$ cat config.mk
export PLATFORM = sky130hd
export DESIGN_NAME = addsub8_arbiter
export DESIGN_NICKNAME = d
export VERILOG_FILES = /design/src/rtl/addsub8_pkg.sv /design/src/rtl/rr_arb2.sv /design/src/rtl/addsub8_arbiter.sv
export SDC_FILE = /design/constraint.sdc
export NUM_CORES = 1
export LEC_CHECK = 0
export BUFFER_PORTS_ARGS = -buffer_cell sky130_fd_sc_hd__clkbuf_2
export CAP_MARGIN = 10
export CORE_UTILIZATION = 46
export CTS_CLUSTER_DIAMETER = 120
export DETAILED_ROUTE_END_ITERATION = 8
export GPL_ROUTABILITY_DRIVEN = 0
export PLACE_DENSITY_LB_ADDON = 0.1
export SLEW_MARGIN = 20
export SYNTH_ARGS = -nofsm -noshare
export SYNTH_HDL_FRONTEND = slang
export SYNTH_SLANG_ARGS = --single-unit
export TNS_END_PERCENT = 1
$ cat constraint.sdc
create_clock -name clk -period 1.8 [get_ports clk]
set_clock_uncertainty 0.05 [all_clocks]
set_input_delay 0.09 -clock clk [delete_from_list [all_inputs] [get_ports clk]]
set_output_delay 0.09 -clock clk [all_outputs]
set_load 0.05 [all_outputs]
$ cat src/rtl/addsub8_pkg.sv
// Shared definitions for the add/sub arbiter: datapath width, unit mode codes, FSM states
// and the saturating counter helper used by the optional statistics block.
package addsub8_pkg;

  localparam int unsigned W_DATA = 8;
  localparam int unsigned STAT_W = 16;

  localparam logic MODE_ADD = 1'b1;
  localparam logic MODE_SUB = 1'b0;

  typedef enum logic [1:0] {
    StIdle = 2'd0,
    StExec = 2'd1,
    StResp = 2'd2
  } state_e;

  function automatic logic [STAT_W-1:0] sat_inc(input logic [STAT_W-1:0] v);
    return (&v) ? v : v + 1'b1;
  endfunction

endpackage

$ cat src/rtl/rr_arb2.sv
// Two-way round-robin winner select; ptr names the port preferred when both are valid.
module rr_arb2 (
  input  logic [1:0] valid,
  input  logic       ptr,
  output logic [1:0] grant
);

  always_comb begin
    grant[0] = valid[0] & (~valid[1] | ~ptr);
    grant[1] = valid[1] & (~valid[0] |  ptr);
  end

endmodule

$ cat src/rtl/addsub8_arbiter.sv
// Shares one external combinational add/sub unit between two requesters, one op at a time.
// Optional per-port grant and overflow counters are built when ADDSUB8_ARB_STATS_EN is defined.
module addsub8_arbiter
  import addsub8_pkg::*;
#(
  parameter int unsigned W    = W_DATA,
  parameter int unsigned NREQ = 2
) (
  input  logic              clk,
  input  logic              rst_n,
  input  logic [NREQ-1:0]   req_valid,
  output logic [NREQ-1:0]   req_ready,
  input  logic [NREQ*W-1:0] req_a,
  input  logic [NREQ*W-1:0] req_b,
  input  logic [NREQ-1:0]   req_mode,
  output logic [NREQ-1:0]   rsp_valid,
  input  logic [NREQ-1:0]   rsp_ready,
  output logic [W-1:0]      rsp_sum,
  output logic              rsp_carry,
  output logic              rsp_ovf,
`ifdef ADDSUB8_ARB_STATS_EN
  output logic [STAT_W-1:0] stat_grants0,
  output logic [STAT_W-1:0] stat_grants1,
  output logic [STAT_W-1:0] stat_ovf,
`endif
  output logic [W-1:0]      au_data0,
  output logic [W-1:0]      au_data1,
  output logic              au_mode,
  input  logic [W-1:0]      au_sum,
  input  logic              au_cout,
  input  logic              au_ovf
);

  state_e          state_q;
  logic            rr_q;
  logic            owner_q;
  logic [NREQ-1:0] rsp_valid_q;
  logic [W-1:0]    rsp_sum_q;
  logic            rsp_carry_q;
  logic            rsp_ovf_q;
  logic [W-1:0]    au_data0_q;
  logic [W-1:0]    au_data1_q;
  logic            au_mode_q;

  logic [1:0]      grant;
  logic            accept;
  logic            winner;
  logic            rsp_done;
  logic [NREQ-1:0] owner_oh;
  logic [W-1:0]    sel_a;
  logic [W-1:0]    sel_b;
  logic            sel_mode;

  rr_arb2 u_rr_arb2 (
    .valid (req_valid),
    .ptr   (rr_q),
    .grant (grant)
  );

  always_comb begin
    req_ready = (state_q == StIdle) ? grant : '0;
    accept    = |(req_valid & req_ready);
    winner    = grant[1];
    sel_a     = winner ? req_a[W +: W] : req_a[0 +: W];
    sel_b     = winner ? req_b[W +: W] : req_b[0 +: W];
    sel_mode  = winner ? req_mode[1]   : req_mode[0];
    owner_oh  = '0;
    owner_oh[owner_q] = 1'b1;
    // Only the owner's bit of rsp_valid is ever set, so other ports' rsp_ready drop out here.
    rsp_done  = |(rsp_valid_q & rsp_ready);
  end

  always_ff @(posedge clk) begin
    if (!rst_n) begin
      state_q     <= StIdle;
      rr_q        <= 1'b0;
      owner_q     <= 1'b0;
      rsp_valid_q <= '0;
      rsp_sum_q   <= '0;
      rsp_carry_q <= 1'b0;
      rsp_ovf_q   <= 1'b0;
      au_data0_q  <= '0;
      au_data1_q  <= '0;
      au_mode_q   <= MODE_ADD;
    end else begin
      case (state_q)
        StIdle: begin
          if (accept) begin
            owner_q    <= winner;
            au_data0_q <= sel_a;
            au_data1_q <= sel_b;
            au_mode_q  <= sel_mode;
            state_q    <= StExec;
          end
        end
        StExec: begin
          rsp_sum_q   <= au_sum;
          rsp_carry_q <= au_cout;
          rsp_ovf_q   <= au_ovf;
          rsp_valid_q <= owner_oh;
          state_q     <= StResp;
        end
        StResp: begin
          if (rsp_done) begin
            rsp_valid_q <= '0;
            rr_q        <= ~owner_q;
            state_q     <= StIdle;
          end
        end
        default: state_q <= StIdle;
      endcase
    end
  end

  assign rsp_valid = rsp_valid_q;
  assign rsp_sum   = rsp_sum_q;
  assign rsp_carry = rsp_carry_q;
  assign rsp_ovf   = rsp_ovf_q;
  assign au_data0  = au_data0_q;
  assign au_data1  = au_data1_q;
  assign au_mode   = au_mode_q;

`ifdef ADDSUB8_ARB_STATS_EN
  logic [STAT_W-1:0] stat_g0_q;
  logic [STAT_W-1:0] stat_g1_q;
  logic [STAT_W-1:0] stat_ovf_q;

  always_ff @(posedge clk) begin
    if (!rst_n) begin
      stat_g0_q  <= '0;
      stat_g1_q  <= '0;
      stat_ovf_q <= '0;
    end else begin
      if (accept && !winner) stat_g0_q <= sat_inc(stat_g0_q);
      if (accept &&  winner) stat_g1_q <= sat_inc(stat_g1_q);
      // Counted as the result is captured, matching what rsp_ovf will show.
      if (state_q == StExec && au_ovf) stat_ovf_q <= sat_inc(stat_ovf_q);
    end
  end

  assign stat_grants0 = stat_g0_q;
  assign stat_grants1 = stat_g1_q;
  assign stat_ovf     = stat_ovf_q;
`endif

endmodule
# Word level (Yosys, flattened, before mapping)
# Index checks and enable logic that the tools add are counted.
# word_totals
out_inout_bits	31
register_bits	33
latchBits	0
elab_cells	45
romBits	0
in_bits	50
n_memories	0
ram_bits	0
# classes
reduce_logical	9
n_mul	0
eq_ne	4
n_shift	0
mux	10
bitwise	10
div	0
n_lt_le_gt_ge	2
add_sub_neg	0
# op_table
cell	count
$mux 8	2
$reduce_and 2->1	4
$mux 2	3
$pmux 2 s3	1
$and 2x2->2	2
$ne 2x2->1 const B	2
$not 1->1	4
$pmux 2 s2	1
$reduce_or 2->1	2
$and 1x1->1	2
$eq 2x1->1 const B	1
$eq 2x2->1 const B	1
$logic_not 2->1	1
$lt 1x2->1 const B	1
$mux 1	2
$or 1x1->1	2
$reduce_bool 2->1	1
$demux 1 s1	1
$ge 1x1->1 const B	1
$logic_and 1x1->1	1

# Logic depth before layout (Yosys ltp)
# Gate-level depths: netlist (run 1).
# logic_depth
ltp_word	8
depth_mapped	5
mapped_depth_nobuf	4

# By module
# Synthesis (run 1) repeated with hierarchy kept, for this count alone.
# hier_totals
cells_unflattened	156
hier_area_um2	1486.4
# modules_own_cells
mod	area_per_inst_um2	n_inst	cells_per_inst	seq_area_each_um2
addsub8_arbiter	1467.7	1	153	660.6
rr_arb2	18.8	1	3	0.0

# Worst setup path after synthesis (run 1)
# Ideal clock, no wire load.
# synth_path
path_type	register to output
startpoint	register rr_q
endpoint	output port req_ready[1]
required_time_ns	1.660
slack_ns	-0.115
stages_incl_launch_ff	5
arrival_ns	1.775
n_path_buf	1
path_cell_list	dfxtp_1 -> nand2b_4 -> nand2_8 -> buf_12 -> nor3_1
# synth_via
elab_chain_len	3
# synth_rtl
element	line_no	text
start, declared	addsub8_arbiter.sv:35	logic rr_q;
start signal, assigned	addsub8_arbiter.sv:106	rr_q <= ~owner_q;
$or 1x1->1	rr_arb2.sv:10	grant[1] = valid[1] & (~valid[0] | ptr);
$and 1x1->1	rr_arb2.sv:10	
$mux 2	addsub8_arbiter.sv:61	req_ready = (state_q == StIdle) ? grant : '0;
end, declared	addsub8_arbiter.sv:12	output logic [NREQ-1:0] req_ready,
# Every way passes these cells.

# Final worst setup path (run 1)
# layout_path
startpoint	register rr_q
endpoint	register au_data1_q[4] (netlist: au_data1[4])
# layout_via
elab_chain_len	7
elab_cells_between_ends	10
classes_between	2 x mux; 6 x bitwise; 2 x reduce/logical
# layout_rtl
element	line_no	text
$not 1->1	rr_arb2.sv:9	grant[0] = valid[0] & (~valid[1] | ~ptr);
$or 1x1->1	rr_arb2.sv:9	
$and 1x1->1	rr_arb2.sv:9	
$mux 2	addsub8_arbiter.sv:61	
$and 2x2->2	addsub8_arbiter.sv:62	accept = |(req_valid & req_ready);
$reduce_or 2->1	addsub8_arbiter.sv:62	
$reduce_and 2->1 (no line)	-	
end signal, assigned	addsub8_arbiter.sv:91	au_data1_q <= sel_b;
end, declared	addsub8_arbiter.sv:42	logic [W-1:0] au_data1_q;
# Parallel ways exist; a longest one is shown, timed or not.
# A chain may end at the register's enable or synchronous reset.

==> results.md, run 1 <==
- RSZ-0062 raised after global routing: no
- WL/cell: 12.32 µm
- Cell row count: 19
- FF+latch count, synth: 33
- Initial core utilization: 49.82%
- Cell taking the most area after synthesis: dfxtp_1
- Setup TNS: 0 ns
- Ys async rst share: 0%
- Worst R2R Start: rr_q$_SDFFE_PN0P_
- Critical path arrival: 1.91 ns
- Sw Share: approximately 37%
- Post-place setup slack: around 0.42 ns
- R2R cell count: 5
- Cts hold-fix bufs: 30
- R2r setup slk: 0.07 ns
- Routed via count: 1,486
- CP startpoint kind: flip-flop
- Simple-gate area share of the yosys netlist: 12.32%
- Worst slew pin tran: approximately 0.54 ns
- WHS Path Cells: 3
- Sequential standard cell area: 660.6 µm²
- Number of remaining DRC errors: 5
- Crit-path max FO: 18
- Primary FF master, synth: dfxtp_1
- Total grt overflow: 0
- Crit path kind: reg2reg
- Worst vdd ir: around 0.00053 V
- Mean Syn Cell Area: about 9.4 µm²
- Vias in the first global route: about 1.4k
- Die width: 57.59 µm
- Detail Route Antenna Nets: 0
- Core Area: between 0.002 and 0.003 mm²
- Hold path endpoint: au_data1[3]$_SDFFE_PN0P_
- IO buf count: 80
- Total net switching power: approximately 750 µW
- Initial antenna violation count: 0
- Clk buf depth: 2
- Total die area: about 0.0033 mm²
- Clock Latency Late Sink: ~0.33 ns
- Net Count, Synth: 202
- First DRT Iteration DRCs: 52
- Post-synth top cells: 33 x dfxtp_1, 22 x nand2_1, 18 x a21oi_1
- EDFF count, synth: 0
- Placed inst area: 0.001799 mm²
- Post-synth top area share: around 46%
- I/O pin count: 81
- Post-Synthesis Cells: 152
- Compound-cell area share of the yosys netlist: 23.24%
- Die Y-Extent: between 50 and 60 µm
- Clk network pwr share: between 20% and 30%
- Largest net degree at the start of global routing: 35
- Hpwl dp: 2.283 mm
- Adder-Cell Fraction of Synth Area: 0%
- Post-CTS sizing: 0
- Worst Hold Class: in2reg
- First-pass DRT Iterations: 6
- Register area share after synthesis: 46.48%
- WL final: 3.598 mm
- First-pass GRT wire length: 5.727 mm
- Combinational group share of total power: around 34%
- Violated checks: design-rule violations
- Fin. Hold Viols: 0
- Max Cap Viol: 0
- # fillers: 219
- FMAX: 576.6 MHz
- Clk slew on worst S/H paths: approximately 0.10 ns
- Post-CTS Setup Bufs: 0
- Area added between synthesis and finish: 52.64%
- Cell with the most instances after synthesis: dfxtp_1
- Ant. Diodes: 0
- Post-synth cell types: 29
- Static leakage: ~0.0011 µW
- Setup-failing EPs final: 0
- Layout cells sized above 1: 37.16%
- Clock sinks: 33
- Design area: 0.002170 mm²
- Part of the power in registers: 43.0%
- Worst slew margin: 63.87%
- Main combinational cell family by area after synthesis: compound AO/OA/AOI/OAI gates
- Post-Synth XOR/XNOR Area: 0%
- Largest cells by area after synthesis: dfxtp_1 46%, mux2i_1 12%, a21oi_1 6.3%
- Status: finished with violations
- Tmin final: 1.734 ns
- Final nets: 310
- Root Buffer: clkbuf_4
- H-tree levels: 2
- Multiplexer share of the synthesized area: 11.97%
- Yosys warning total: 0
- Synthesized area: 0.001421 mm²
- Period Utilization, post-route: between 90 and 100%
- Reg-to-Reg End: au_data1[4]$_SDFFE_PN0P_
- Hold Crit Start: req_b[3]
- Setup ws final: 0.06584 ns
- Via density: 5.089
- Critical Path End Type: flip-flop
- CTS tree: done
- Cts bufs inserted: 5
- Int Pwr: 1255 µW
- Fin. max-slew vios: 0
- All-Layer GR Usage: 22.94%
- Multi-input gate area: slightly below 700 µm²
- Critical Path RT: 1.97 ns
- Pwr/cell area: 922.6 mW/mm²
==> through the flow <==
| stage | cells | utilization [%] | power (µW) | hold slack [ns] |
|---|---|---|---|---|
| after global routing | 292 | 76.05 | 2104 | 0.00005271 |
| after detailed placement | 254 | 63.07 | 1486 | 0.2676 |
| after floorplan | 152 | - | 1341 | 0.1749 |
| final | 292 | 76.05 | 2002 | 0.001650 |
| after global placement | 254 | 63.07 | 1471 | 0.2615 |
| after CTS | 292 | 76.05 | 2013 | 0.0007508 |
==> worst max-delay path: stages (launching register included) <==
cell	delay [ns]
dfxtp_1	0.33
nand2b_4	0.17
nand2_8	0.18
mux2i_1	0.24
dlygate4sd3_1	0.58
a21oi_1	0.06
==> cells in the final DEF, fill, tap and decap left out, types with 3 or more instances in the layout <==
cell type,n
mux2i_1,17
a21boi_1,10
o21ai_0,7
and2_1,3
dlygate4sd3_1,30
o21ai_1,13
dfxtp_1,33
nand2_1,22
a21oi_1,18
clkbuf_4,5
clkbuf_2,80
==> power groups by stage <==
stage | Sequential [µW] | Combinational, µW | Clock [µW]
after global placement | 871 | 600 | 0
final | 860 | 671 | 470
after floorplan | 1110 | 228 | 0
after CTS | 860 | 669 | 484
after global routing | 869 | 717 | 518
after detailed placement | 874 | 611 | 0
==> cell type report <==
cell class | instances | share of cell area [%]
repair buffers | 111 | 32.64
multi-input cells | 106 | 31.37
flip-flops and latches | 33 | 30.45
clock buffers | 7 | 2.999
well taps | 31 | 1.788
inverters | 3 | 0.5190
clock inverters | 1 | 0.2307
==> flip-flops by register name, indices dropped and copies added, names as in the netlist <==
signal	count
au_data0	8
au_data1	8
rsp_sum	8
rsp_valid	2
state_q	2
au_mode	1
owner_q	1
rr_q	1
rsp_carry	1
rsp_ovf	1
==> cells by family after synthesis <==
family / after synthesis
AO/OA/AOI/OAI: 55
multiplexers: 17
buffers and inverters: 13
AND/OR/NAND/NOR: 34
flip-flops: 33
==> worst max-delay path by stage <==
stage	slack, ns	cells past startpoint	startpoint	end
floorplan	0.28	3	state_q[0]$_SDFFE_PN0P_	req_ready[0]
global placement	0.53	4	state_q[0]$_SDFFE_PN0P_	au_data0[5]$_SDFFE_PN0P_
detailed placement	0.42	4	state_q[0]$_SDFFE_PN0P_	au_data0[2]$_SDFFE_PN0P_
CTS	0.14	5	rr_q$_SDFFE_PN0P_	au_data1[5]$_SDFFE_PN0P_
global route	0.008	5	rr_q$_SDFFE_PN0P_	au_data1[4]$_SDFFE_PN0P_
finish	0.07	5	rr_q$_SDFFE_PN0P_	au_data1[4]$_SDFFE_PN0P_
==> layer usage <==
layer / up-vias / routed length [µm] / part of all wire [%] / track usage [%]
li1: 756 / - / - / -
met1: 664 / 1462 / 41 / 23.72
met2: 55 / 1826 / 51 / 42.19
met3: 11 / 209 / 5.8 / 4.989
met4: 0 / 100 / 2.8 / 13.24
met5: - / 0 / 0 / 0
(Power assumes the default switching activity.)
==> run 2: changes to the inputs <==
--- a/config.mk
+++ b/config.mk
@@ -7,13 +7,16 @@
 export LEC_CHECK = 0
 export BUFFER_PORTS_ARGS = -buffer_cell sky130_fd_sc_hd__clkbuf_2
 export CAP_MARGIN = 10
-export CORE_UTILIZATION = 46
+export CORE_ASPECT_RATIO = 0.75
+export CORE_UTILIZATION = 47
 export CTS_CLUSTER_DIAMETER = 120
 export DETAILED_ROUTE_END_ITERATION = 8
 export GPL_ROUTABILITY_DRIVEN = 0
 export PLACE_DENSITY_LB_ADDON = 0.1
+export SKIP_CTS_REPAIR_TIMING = 1
 export SLEW_MARGIN = 20
 export SYNTH_ARGS = -nofsm -noshare
 export SYNTH_HDL_FRONTEND = slang
+export SYNTH_HIERARCHICAL = 1
 export SYNTH_SLANG_ARGS = --single-unit
 export TNS_END_PERCENT = 1
==> run 2 against run 1 <==
Against the previous run: the flow finishes with violations (negative hold slack); global-route usage decreased by 1.9 points; sequential cell count unchanged; total power decreased by 4.5%; area after synthesis rose by 4.6%; cell count fell by 5.1%; core utilization down 7.7 points; design area is 6.2% lower; routed wire length fell by 6.0%; via count fell by 3.6%; worst setup slack better by 0.071 ns; synthesized cell count rose by 2.6%; largest cell class is now multi-input gates; largest power group unchanged; highest routed layer unchanged.
==> results.md, run 2 <==
- Yosys warning total: 6 (was 0)
- Period Utilization, post-route: 92.39% (was 96.34%)
- Post-Synth XOR/XNOR Area: 0% (unchanged)
- WL final: 3.382 mm (was 3.598 mm)
- Initial core utilization: 49.92% (was 49.82%)
- Critical Path End Type: output port (was flip-flop)
- Tmin final: 1.663 ns (was 1.734 ns)
- Die width: 66.94 µm (was 57.59 µm)
- Number of remaining DRC errors: 0 (was 5)
- Hpwl dp: 2.481 mm (was 2.283 mm)
- WHS Path Cells: 3 (unchanged)
- Int Pwr: 1298 µW (was 1255 µW)
- First-pass GRT wire length: 5.292 mm (was 5.727 mm)
- Status: finished with violations (unchanged)
- Hold Crit Start: au_sum[2] (was req_b[3])
- Core Area: 0.002978 mm² (was 0.002853 mm²)
- First DRT Iteration DRCs: 46 (was 52)
- Synthesized area: 0.001486 mm² (was 0.001421 mm²)
- CTS tree: done (unchanged)
- Largest net degree at the start of global routing: 37 (was 35)
- Fin. max-slew vios: 0 (unchanged)
- Initial antenna violation count: 0 (unchanged)
- Routing usage on met3: 5.682% (was 4.989%)
- Sw Share: 32.07% (was 37.32%)
- Clk network pwr share: 31.2% (was 23.5%)
- WHS: -0.0004637 ns (was 0.001650 ns)
- Max Cap Viol: 0 (unchanged)
- Final nets: 288 (was 310)
- Part of the power in registers: 42.8% (was 43.0%)
- Fin. Hold Viols: 1 (was 0)
- Routing usage on met2: 32.49% (was 42.19%)
- Static leakage: 0.001086 µW (was 0.001068 µW)
- Total die area: 0.003394 mm² (was 0.003316 mm²)
- Cell with the most instances after synthesis: dfxtp_1 (unchanged)
- Layout cells sized above 1: 40.17% (was 37.16%)
- Cell taking the most area after synthesis: dfxtp_1 (unchanged)
- Met1 Usage GRT: 26.84% (was 23.72%)
- Routed via count: 1,432 (was 1,486)
- Critical path arrival: 1.52 ns (was 1.91 ns)
- GRT busiest layer: met2 (unchanged)
- Compound-cell area share of the yosys netlist: 21.04% (was 23.24%)
- RSZ-0062 raised after global routing: no (unchanged)
- Post-synth cell types: 28 (was 29)
- Worst Hold Class: in2reg (unchanged)
- Cts bufs inserted: 5 (unchanged)
- Die Y-Extent: 50.70 µm (was 57.59 µm)
- Crit path kind: reg2out (was reg2reg)
- Root Buffer: clkbuf_8 (was clkbuf_4)
- Clock Latency Late Sink: 0.27 ns (was 0.33 ns)
- Multi-input gate area: 740.7 µm² (was 680.7 µm²)
- Post-synth top cells: 33 x dfxtp_1, 22 x nand2_1, 18 x mux2i_1 (was 33 x dfxtp_1, 22 x nand2_1, 18 x a21oi_1)
- Simple-gate area share of the yosys netlist: 16.41% (was 12.32%)
- Adder-Cell Fraction of Synth Area: 0% (unchanged)
- Main combinational cell family by area after synthesis: compound AO/OA/AOI/OAI gates (unchanged)
- Largest cells by area after synthesis: dfxtp_1 44%, mux2i_1 12%, o211a_1 11% (was dfxtp_1 46%, mux2i_1 12%, a21oi_1 6.3%)
- Most frequent cells in the layout: 80 x clkbuf_2, 33 x dfxtp_1, 22 x nand2_1, 18 x mux2i_1 (was 80 x clkbuf_2, 33 x dfxtp_1, 30 x dlygate4sd3_1, 22 x nand2_1, 18 x a21oi_1)
- Ys async rst share: 0% (unchanged)
- Most common cell after layout, fill and taps aside: clkbuf_2 (unchanged)
- Total grt overflow: 0 (unchanged)
- Setup TNS: 0 ns (unchanged)
- Via density: 5.170 (was 5.089)
- Area added between synthesis and finish: 36.87% (was 52.64%)
- Ant. Diodes: 0 (unchanged)
- Worst slew pin tran: 0.6364 ns (was 0.5419 ns)
- EDFF count, synth: 0 (unchanged)
- Register area share after synthesis: 44.44% (was 46.48%)
- Post-Synthesis Cells: 156 (was 152)
- Sequential standard cell area: 660.6 µm² (unchanged)
- # fillers: 256 (was 219)
- CP startpoint kind: flip-flop (unchanged)
- Critical Path RT: 1.66 ns (was 1.97 ns)
- First-pass DRT Iterations: 5 (was 6)
- Violated checks: negative hold slack (was design-rule violations)
- Critical path origin: rr_q$_SDFFE_PN0P_ (unchanged)
- Vias in the first global route: 1,252 (was 1,426)
- Clock sinks: 33 (unchanged)
- Multiplexer share of the synthesized area: 12.12% (was 11.97%)
- Combinational group share of total power: 25.9% (was 33.5%)
- All-Layer GR Usage: 20.99% (was 22.94%)
- IO buf count: 80 (unchanged)
- Detail Route Antenna Nets: 0 (unchanged)
- Clk buf depth: 2 (unchanged)
- I/O pin count: 81 (unchanged)
- WL/cell: 12.21 µm (was 12.32 µm)
- Worst slew margin: 57.57% (was 63.87%)
- Setup-failing EPs final: 0 (unchanged)
- Cell row count: 17 (was 19)
- Total net switching power: 612.9 µW (was 747.1 µW)
- FF+latch count, synth: 33 (unchanged)
- Clk slew on worst S/H paths: 0.06 ns (was 0.10 ns)
- Primary FF master, synth: dfxtp_1 (unchanged)
- R2R cell count: 6 (was 5)
- Crit-path max FO: 19 (was 18)
- Net Count, Synth: 206 (was 202)
- H-tree levels: 2 (unchanged)
- Mean Syn Cell Area: 9.528 µm² (was 9.351 µm²)
- FMAX: 601.3 MHz (was 576.6 MHz)
- Worst vdd ir: 0.0005515 V (was 0.0005289 V)
- Pwr/cell area: 939.4 mW/mm² (was 922.6 mW/mm²)
- Post-synth top area share: 44.44% (was 46.48%)
- Worst R2R Start: rr_q$_SDFFE_PN0P_ (unchanged)
## run 2: worst paths after layout
| path | to | slack, ns |
|---|---|---|
| max | req_ready[1] | 0.14 |
| min | rsp_sum[2]$_SDFFE_PN0P_ | -0.0005 |
| max reg2reg | au_data0[4]$_SDFFE_PN0P_ | 0.38 |
| min reg2reg | rsp_sum[2]$_SDFFE_PN0P_ | 0.42 |
## run 2: power groups by stage
stage | clock [µW] | combinational [µW] | sequential (µW)
global route | 662 | 529 | 825
finish | 597 | 496 | 818
floorplan | 0 | 183 | 1010
CTS | 619 | 496 | 818
detailed placement | 0 | 495 | 834
global placement | 0 | 485 | 831
## run 2: logic make-up (layout without fill, tap and decap cells)
family                 after synthesis  after routing
AND/OR/NAND/NOR                     52             52
flip-flops                          33             33
multiplexers                        18             18
buffers and inverters               16             99
AO/OA/AOI/OAI                       37             37
## run 2: critical path, cell delays in order, from the launching register on
cell      delay (ns)
dfxtp_1         0.35
inv_1           0.06
a21boi_2        0.15
buf_6           0.25
and2_1          0.16
clkbuf_2        0.27
## run 2: layer usage
layer  part of all wire [%]  wire [µm]
met2                     49       1655
met1                     45       1527
met4                   0.62         21
met5                      0          0
met3                    5.2        177
## run 2: cell type report
| class | instances | share of cell area, % |
|---|---|---|
| Multi-Input combinational cell | 107 | 36.41 |
| Sequential cell | 33 | 32.47 |
| Timing Repair Buffer | 89 | 23.43 |
| Clock buffer | 7 | 4.736 |
| Tap cell | 38 | 2.337 |
| Inverter | 2 | 0.3690 |
| Clock inverter | 1 | 0.2460 |
## run 2: metrics by stage
step	setup slack, ns	util [%]	std cells	total power, µW	area (µm²)
floorplan	0.2986	-	156	1189	1486
global placement	0.3878	64.12	267	1316	1909
detailed placement	0.3107	64.12	267	1329	1909
CTS	0.05487	67.52	275	1933	2011
global route	0.02269	68.32	277	2015	2034
finish	0.1371	68.32	277	1911	2034
